$ cat config.mk
export PLATFORM = sky130hd
export DESIGN_NAME = fract_write_arbiter
export DESIGN_NICKNAME = d
export VERILOG_FILES = /design/src/rtl/fract_write_arbiter.sv
export SDC_FILE = /design/constraint.sdc
export NUM_CORES = 1
export LEC_CHECK = 0
export ABC_CLOCK_PERIOD_IN_PS = 5000
export BUFFER_PORTS_ARGS = -buffer_cell sky130_fd_sc_hd__buf_2
export CORE_ASPECT_RATIO = 1.4
export CORE_MARGIN = 3
export CORE_UTILIZATION = 49
export DETAILED_ROUTE_END_ITERATION = 8
export PLACE_DENSITY = 0.86
export SLEW_MARGIN = 40
export SYNTH_ARGS = -nofsm -noshare
export SYNTH_HDL_FRONTEND = slang
export SYNTH_SLANG_ARGS = --single-unit
export TNS_END_PERCENT = 30
$ cat constraint.sdc
create_clock -name clk -period 5 [get_ports clk]
set_input_delay 1 -clock clk [delete_from_list [all_inputs] [get_ports clk]]
set_output_delay 1 -clock clk [all_outputs]
set_load 0.05 [all_outputs]
$ cat src/rtl/fract_write_arbiter.sv
`default_nettype none
// ============================================================================
// Module   : fract_write_arbiter
// Function : Round-robin arbiter merging solver pixel writes into one frame
//            buffer port, with a full-frame clear engine.
// Option   : FRACT_ARB_BOUNDS_CHECK_EN drops writes addressed past the frame.
// Revision : 1.0 - initial release
// ============================================================================
module fract_write_arbiter #(
  parameter int NUM_REQ      = 4,
  parameter int ADDR_W       = 19,
  parameter int DATA_W       = 3,
  parameter int FRAME_PIXELS = 307200
) (
  input  logic                      clk,
  input  logic                      reset_n,
  input  logic                      clear_start,
  input  logic [DATA_W-1:0]         clear_color,
  output logic                      clear_busy,
  output logic                      clear_done,
  input  logic [NUM_REQ-1:0]        req_valid,
  input  logic [NUM_REQ*ADDR_W-1:0] req_addr,
  input  logic [NUM_REQ*DATA_W-1:0] req_data,
  output logic [NUM_REQ-1:0]        req_ready,
  output logic [ADDR_W-1:0]         wraddress,
  output logic [DATA_W-1:0]         data,
  output logic                      wren,
  output logic [ADDR_W-1:0]         pixel_count,
  output logic                      frame_done
);

  localparam int                PTR_W          = (NUM_REQ > 1) ? $clog2(NUM_REQ) : 1;
  localparam logic [ADDR_W-1:0] c_FRAME_PIXELS = ADDR_W'(FRAME_PIXELS);
  localparam logic [ADDR_W-1:0] c_LAST_ADDR    = ADDR_W'(FRAME_PIXELS - 1);
  localparam logic [PTR_W-1:0]  c_LAST_REQ     = PTR_W'(NUM_REQ - 1);
  localparam logic [PTR_W:0]    c_NUM_REQ      = (PTR_W + 1)'(NUM_REQ);

  typedef enum logic [0:0] {
    ST_ARB   = 1'b0,
    ST_CLEAR = 1'b1
  } state_t;

  state_t              r_state;
  state_t              w_state_next;
  logic [PTR_W-1:0]    r_ptr;
  logic                r_wren;
  logic [ADDR_W-1:0]   r_wraddress;
  logic [DATA_W-1:0]   r_data;
  logic                r_clear_done;
  logic [ADDR_W-1:0]   r_pixel_count;

  logic [NUM_REQ-1:0]  w_grant;
  logic [PTR_W-1:0]    w_gnt_idx;
  logic                w_found;
  logic [PTR_W:0]      w_sum;
  logic [PTR_W-1:0]    w_idx;
  logic                w_arb_open;
  logic                w_xfer;
  logic                w_in_range;
  logic                w_write;
  logic                w_clear_last;
  logic [ADDR_W-1:0]   w_gnt_addr;
  logic [DATA_W-1:0]   w_gnt_data;

  // First valid requester at or above the pointer, wrapping round.
  always_comb begin
    w_grant   = '0;
    w_gnt_idx = '0;
    w_found   = 1'b0;
    w_sum     = '0;
    w_idx     = '0;
    for (int k = 0; k < NUM_REQ; k++) begin
      w_sum = {1'b0, r_ptr} + (PTR_W + 1)'(k);
      if (w_sum >= c_NUM_REQ) begin
        w_sum = w_sum - c_NUM_REQ;
      end
      w_idx = w_sum[PTR_W-1:0];
      if (!w_found && req_valid[w_idx]) begin
        w_found        = 1'b1;
        w_gnt_idx      = w_idx;
        w_grant[w_idx] = 1'b1;
      end
    end
  end

  assign w_arb_open   = reset_n && (r_state == ST_ARB) && !clear_start;
  assign req_ready    = w_arb_open ? w_grant : '0;
  assign w_xfer       = w_arb_open && w_found;
  assign w_gnt_addr   = req_addr[int'(w_gnt_idx)*ADDR_W +: ADDR_W];
  assign w_gnt_data   = req_data[int'(w_gnt_idx)*DATA_W +: DATA_W];
  assign w_clear_last = (r_state == ST_CLEAR) && (r_wraddress == c_LAST_ADDR);

`ifdef FRACT_ARB_BOUNDS_CHECK_EN
  assign w_in_range = (w_gnt_addr < c_FRAME_PIXELS);
`else
  assign w_in_range = 1'b1;
`endif

  assign w_write = w_xfer && w_in_range;

  always_ff @(posedge clk or negedge reset_n) begin
    if (!reset_n) begin
      r_state <= ST_ARB;
    end else begin
      r_state <= w_state_next;
    end
  end

  always_comb begin
    w_state_next = r_state;
    case (r_state)
      ST_ARB:   if (clear_start) w_state_next = ST_CLEAR;
      ST_CLEAR: if (w_clear_last) w_state_next = ST_ARB;
      default:  w_state_next = ST_ARB;
    endcase
  end

  // During CLEAR the output address register doubles as the clear address.
  always_ff @(posedge clk or negedge reset_n) begin
    if (!reset_n) begin
      r_ptr         <= '0;
      r_wren        <= 1'b0;
      r_wraddress   <= '0;
      r_data        <= '0;
      r_clear_done  <= 1'b0;
      r_pixel_count <= '0;
    end else begin
      r_wren       <= 1'b0;
      r_clear_done <= 1'b0;
      if ((r_state == ST_ARB) && clear_start) begin
        r_wren      <= 1'b1;
        r_wraddress <= '0;
        r_data      <= clear_color;
      end else if (r_state == ST_CLEAR) begin
        if (w_clear_last) begin
          r_clear_done  <= 1'b1;
          r_pixel_count <= '0;
        end else begin
          r_wren      <= 1'b1;
          r_wraddress <= r_wraddress + 1'b1;
        end
      end else begin
        if (w_xfer) begin
          r_ptr <= (w_gnt_idx == c_LAST_REQ) ? '0 : w_gnt_idx + 1'b1;
        end
        if (w_write) begin
          r_wren      <= 1'b1;
          r_wraddress <= w_gnt_addr;
          r_data      <= w_gnt_data;
          if (r_pixel_count != c_FRAME_PIXELS) begin
            r_pixel_count <= r_pixel_count + 1'b1;
          end
        end
      end
    end
  end

  assign clear_busy  = (r_state == ST_CLEAR);
  assign clear_done  = r_clear_done;
  assign wren        = r_wren;
  assign wraddress   = r_wraddress;
  assign data        = r_data;
  assign pixel_count = r_pixel_count;
  assign frame_done  = (r_pixel_count == c_FRAME_PIXELS);

endmodule
`default_nettype wire

## Word-level counts from Yosys, hierarchy flattened

Cells that the tools add are included.

| cells by class | value |
|---|---|
| add/subtract/negate cells | 10 |
| multipliers | 2 |
| div/mod/pow operators | 0 |
| $lt $le $gt $ge | 12 |
| equality and inequality tests | 7 |
| shifts and indexed selects | 2 |
| mux-type cells | 54 |
| bitwise gates (word level) | 5 |
| reductions and logical operators | 24 |

Operators with widths:

| kind | number |
|---|---|
| $mux W19 | 8 |
| $shiftx A76 B8 Y19 | 1 |
| $add A19 B1 Y19 const B | 2 |
| $eq A19 B19 Y1 const B | 2 |
| $mux W1 | 20 |
| $mux W4 | 5 |
| $ne A19 B19 Y1 const B | 1 |
| $mux W2 | 9 |
| $logic_and A1 B1 Y1 | 12 |
| $lt A2 B3 Y1 const B | 4 |
| $or A4 B4 Y4 | 3 |
| $shiftx A12 B5 Y3 | 1 |
| $ge A3 B3 Y1 const B | 3 |
| $mux W3 | 3 |
| $bmux W1 S2 | 4 |
| $demux W1 S2 | 4 |
| $ge A2 B1 Y1 const B | 4 |
| $sub A2 B1 Y2 const B | 4 |
| $mul A2 B5 Y7 const B | 1 |
| $add A2 B2 Y3 const B | 2 |
| $reduce_bool A2 Y1 | 3 |
| $logic_not A1 Y1 | 4 |
| $mul A2 B2 Y4 const B | 1 |
| $ne A2 B1 Y1 const B | 2 |
| 11 further kinds | 13 |

| storage, ports and cells | value |
|---|---|
| register bits after elaboration | 46 |
| bits in latches | 0 |
| RAM bits | 0 |
| bits in read-only memories | 0 |
| bits of input ports | 98 |
| output and inout bits | 49 |
| word-level logic and storage cells | 123 |
| memories | 0 |

## Logic depth before layout (Yosys ltp)

| depth | value |
|---|---|
| depth after elaboration | 19 |
| depth in mapped cells | 15 |
| mapped depth without buffers | 9 |

## Least setup slack after synthesis

OpenSTA, ideal clock, no wires.

| path | value |
|---|---|
| path kind | register to output |
| start point | register r_ptr[0] |
| end point | output port req_ready[0] |
| data arrival time | 3.279 ns |
| required time | 4.000 ns |
| slack | 0.721 ns |
| stages on the path, launching flop included | 10 |
| path buffers | 3 |
| path through | dfrtp_1 -> buf_2 -> buf_1 -> inv_1 -> ha_1 -> clkbuf_1 -> mux4_2 -> nor3_1 -> a221oi_1 -> nor2_1 |

| between the ends | value |
|---|---|
| longest elaborated chain between the ends | 15 |
| elaborated cells between the ends (all ways) | 60 |
| those cells by class | 7 x add/sub; 12 x order compare; 28 x mux; 3 x bitwise; 10 x reduce/logical |

Ends and longest elaborated chain:

| item | RTL line | text |
|---|---|---|
| start: declaration | 45 | `logic [PTR_W-1:0] r_ptr;` |
| start signal: assignment | 144 | `r_ptr <= (w_gnt_idx == c_LAST_REQ) ? '0 : w_gnt_idx + 1'b1;` |
| parallel branches: the longest is 13 deep, another holds $add A2 B1 Y3 | -- |  |
| $mux W4 (*) | 78 | `if (!w_found && req_valid[w_idx]) begin` |
| $mux W4 (*) | 87 | `assign req_ready = w_arb_open ? w_grant : '0;` |
| end: declaration | 24 | `output logic [NUM_REQ-1:0] req_ready,` |

Every way passes the cells marked *. The select of a mux whose other input is x is not followed.

## Worst setup path in the final report

| path | value |
|---|---|
| start point | register r_ptr[0] |
| end point | output port req_ready[2] |

Same word-level chain as after synthesis.

==> metrics.cfg <==
[global_routing]
grt_pass1_wl_um=17400
antenna_found_initial=0
grt_pass1_vias=3839
grt_use_total_pct=25.4
grt.overflow.total=0
grt_max_degree=34

[cts]
cts_setup_buffers=0
htreeDepth=2
hold_buffers=0
cts_made_buffers=5
insertion_delay_ns=0.30
post_cts_resized=0
cts_tree=yes
cts_buffer_depth=2
cts_root_buffer=clkbuf_8
clk_pin_slew_worst_paths_ns=0.09
cts.sinks=46

[floorplanning]
std_cell_rows=36
dieArea_um2=8450
top_level_ports=147
dieWidth_um=78.6
initial_core_util_pct=51.1
die_h_um=108
core_um2=7070

[sta]
fmax_mhz=244
worst_pin_slew_ns=0.793
setup_viol=0
slew_viol_final=0
finalCritPeriodShare_pct=82.1
skew_ns=0.0106
setup-tns-final_ns=0
rsz0062_at_grt=no
finalHoldViolations=0
max-slew-margin-rel_pct=47.1
period_needed_ns=4.10

[routing]
ant_nets=0
vias_per_cell=5.86
finalWirelength_um=10600
drt_drc_violations_left=0
first_pass_iters=4
drt_iter0_drc=236
wl_per_cell_um=16.2
vias=3855

[logic_synthesis]
syn_area_um2=3610
synth_ff_type=dfrtp_1
synth_edf_count=0
synthCells=429
syn_avg_cell_area_um2=8.42
yosysWarnings=0
syn_nets=537
ys_async_sr_fraction_pct=100
yosysUniqueCellTypes=61
synth_seq_cells=46
yosysSeqAreaShare_pct=31.9

[place]
dp_hpwl_um=8090
numPortBuffers=146
place.gp.congestion=0.903

[critical_path]
startpoint_type=register
rrSetupSlack_ns=1.37
cp.required_ns=4.00
path_delay_family=flip-flops
crit_fanout=25
critPathSlowestCell=dfrtp_2
path_cells=inv_1 > ha_1 > mux4_2 > nor3_1 > a221oi_1 > nor2_1 > buf_2
cp_slowest_stage_delay_ns=0.67
path_buf_inv=2
worstPathArrival_ns=3.10
crit_type=register to output pin
crit_path_end_kind=output pin

[final_layout]
layout_common_cells=buf_2, nand2_1, nor2_1, dfrtp_1, mux2i_1
drive_above_1_share_pct=30.4
n_antenna_cell=0
fin_nets=670
area_delta_synth_final_pct=23.8
layout_commonest_cell=buf_2

[min_path]
hold_path_class=register to register

[power_and_ir_drop]
p_leak_nw=2.13
p_total_mw=1.42
ir_worst_vdd_mv=0.273
p_per_area_nw_per_um2=318

[status]
status=finished, final reports clean

[flow_run]
max_cap_violations=0

## worst register-to-register path: stages (launching register included)
cell and delay (ns):
dfrtp_2 0.67, inv_1 0.22, ha_1 0.49, mux4_2 0.46, nor2b_4 0.20, or2_1 0.25, a22o_1 0.17, buf_4 0.40
mux2i_1 0.25, o22ai_1 0.10, or3_1 0.33
## final cells by class
class / count / area (um2)
multi-input combinational: 352 / 2320
sequential: 46 / 1150
timing repair buffer: 150 / 761
clock buffer: 5 / 68.8
inverter: 7 / 26.3
tap: 95 / 119
clock inverter: 3 / 25.0
fill: 624 / 2600
## per-stage QoR
step	instances	utilization [%]	setup WS (ns)	instance area [um2]	hold slack [ns]
detailed placement	650	61.9	0.941	4370	0.529
global route	658	63.2	0.681	4470	0.572
CTS	658	63.2	0.604	4470	0.546
finish	658	63.2	0.897	4470	0.551
floorplan	429	-	0.721	3610	0.646
global placement	650	61.9	1.13	4370	0.524
## cells in the mapped netlist, drive strengths merged (6+ instances only)
cell | number | area (um2)
nand3 | 24 | 120
buf | 13 | 80.1
nand2 | 57 | 214
inv | 6 | 22.5
o21ai | 17 | 85.1
nor3 | 12 | 60.1
xnor2 | 9 | 78.8
mux2i | 26 | 260
a31oi | 6 | 37.5
dfrtp | 46 | 1150
or3 | 8 | 50.1
ha | 10 | 125
a21oi | 23 | 115
xor2 | 13 | 114
mux4 | 6 | 135
clkbuf | 11 | 41.3
a22oi | 6 | 58.8
and3 | 8 | 50.1
nor2 | 54 | 203
a221oi | 7 | 61.3
## routing by layer
| metal | track usage [%] | up-vias | wire [um] |
|---|---|---|---|
| met1 | 29.3 | 1826 | 4120 |
| met5 | 0 | - | 0 |
| met3 | 4.27 | 20 | 741 |
| li1 | - | 1839 | - |
| met4 | 8.00 | 0 | 194 |
| met2 | 47.0 | 170 | 5570 |
## final timing paths
| check | end | cells past startpoint | from |
|---|---|---|---|
| worst max-delay path | req_ready[2] | 7 | r_ptr[0] |
| worst min-delay path | data[1] | 2 | data[1] |
| worst max register to register | wraddress[14] | 10 | r_ptr[0] |
| worst min register to register | data[1] | 2 | data[1] |
| max in group asynchronous | data[0] | 2 | reset_n |
| min in group asynchronous | wraddress[8] | 1 | reset_n |
## cells by family after synthesis
group                      synth area share, %
AOI/OAI and AO/OA                         18.8
xor gates and xnor gates                  5.34
DFF                                       31.9
muxes                                     11.6
and+or+nand+nor                           24.8
adders and majority gates                 3.47
buffers and inverters                     4.09
## registers in the layout, summed over array words and instances (netlist names)
signal and count:
pixel_count 19, r_ptr 2, data 3, clear_done 1
wraddress 19, wren 1, clear_busy 1
## power by group
part           leakage [nW]  internal [mW]  switching, mW
Clock                0.0447          0.101          0.140
Sequential            0.585          0.424         0.0873
Combinational          1.50          0.245          0.424
Total                  2.13          0.770          0.651
Power figures use the tool's default switching activity.
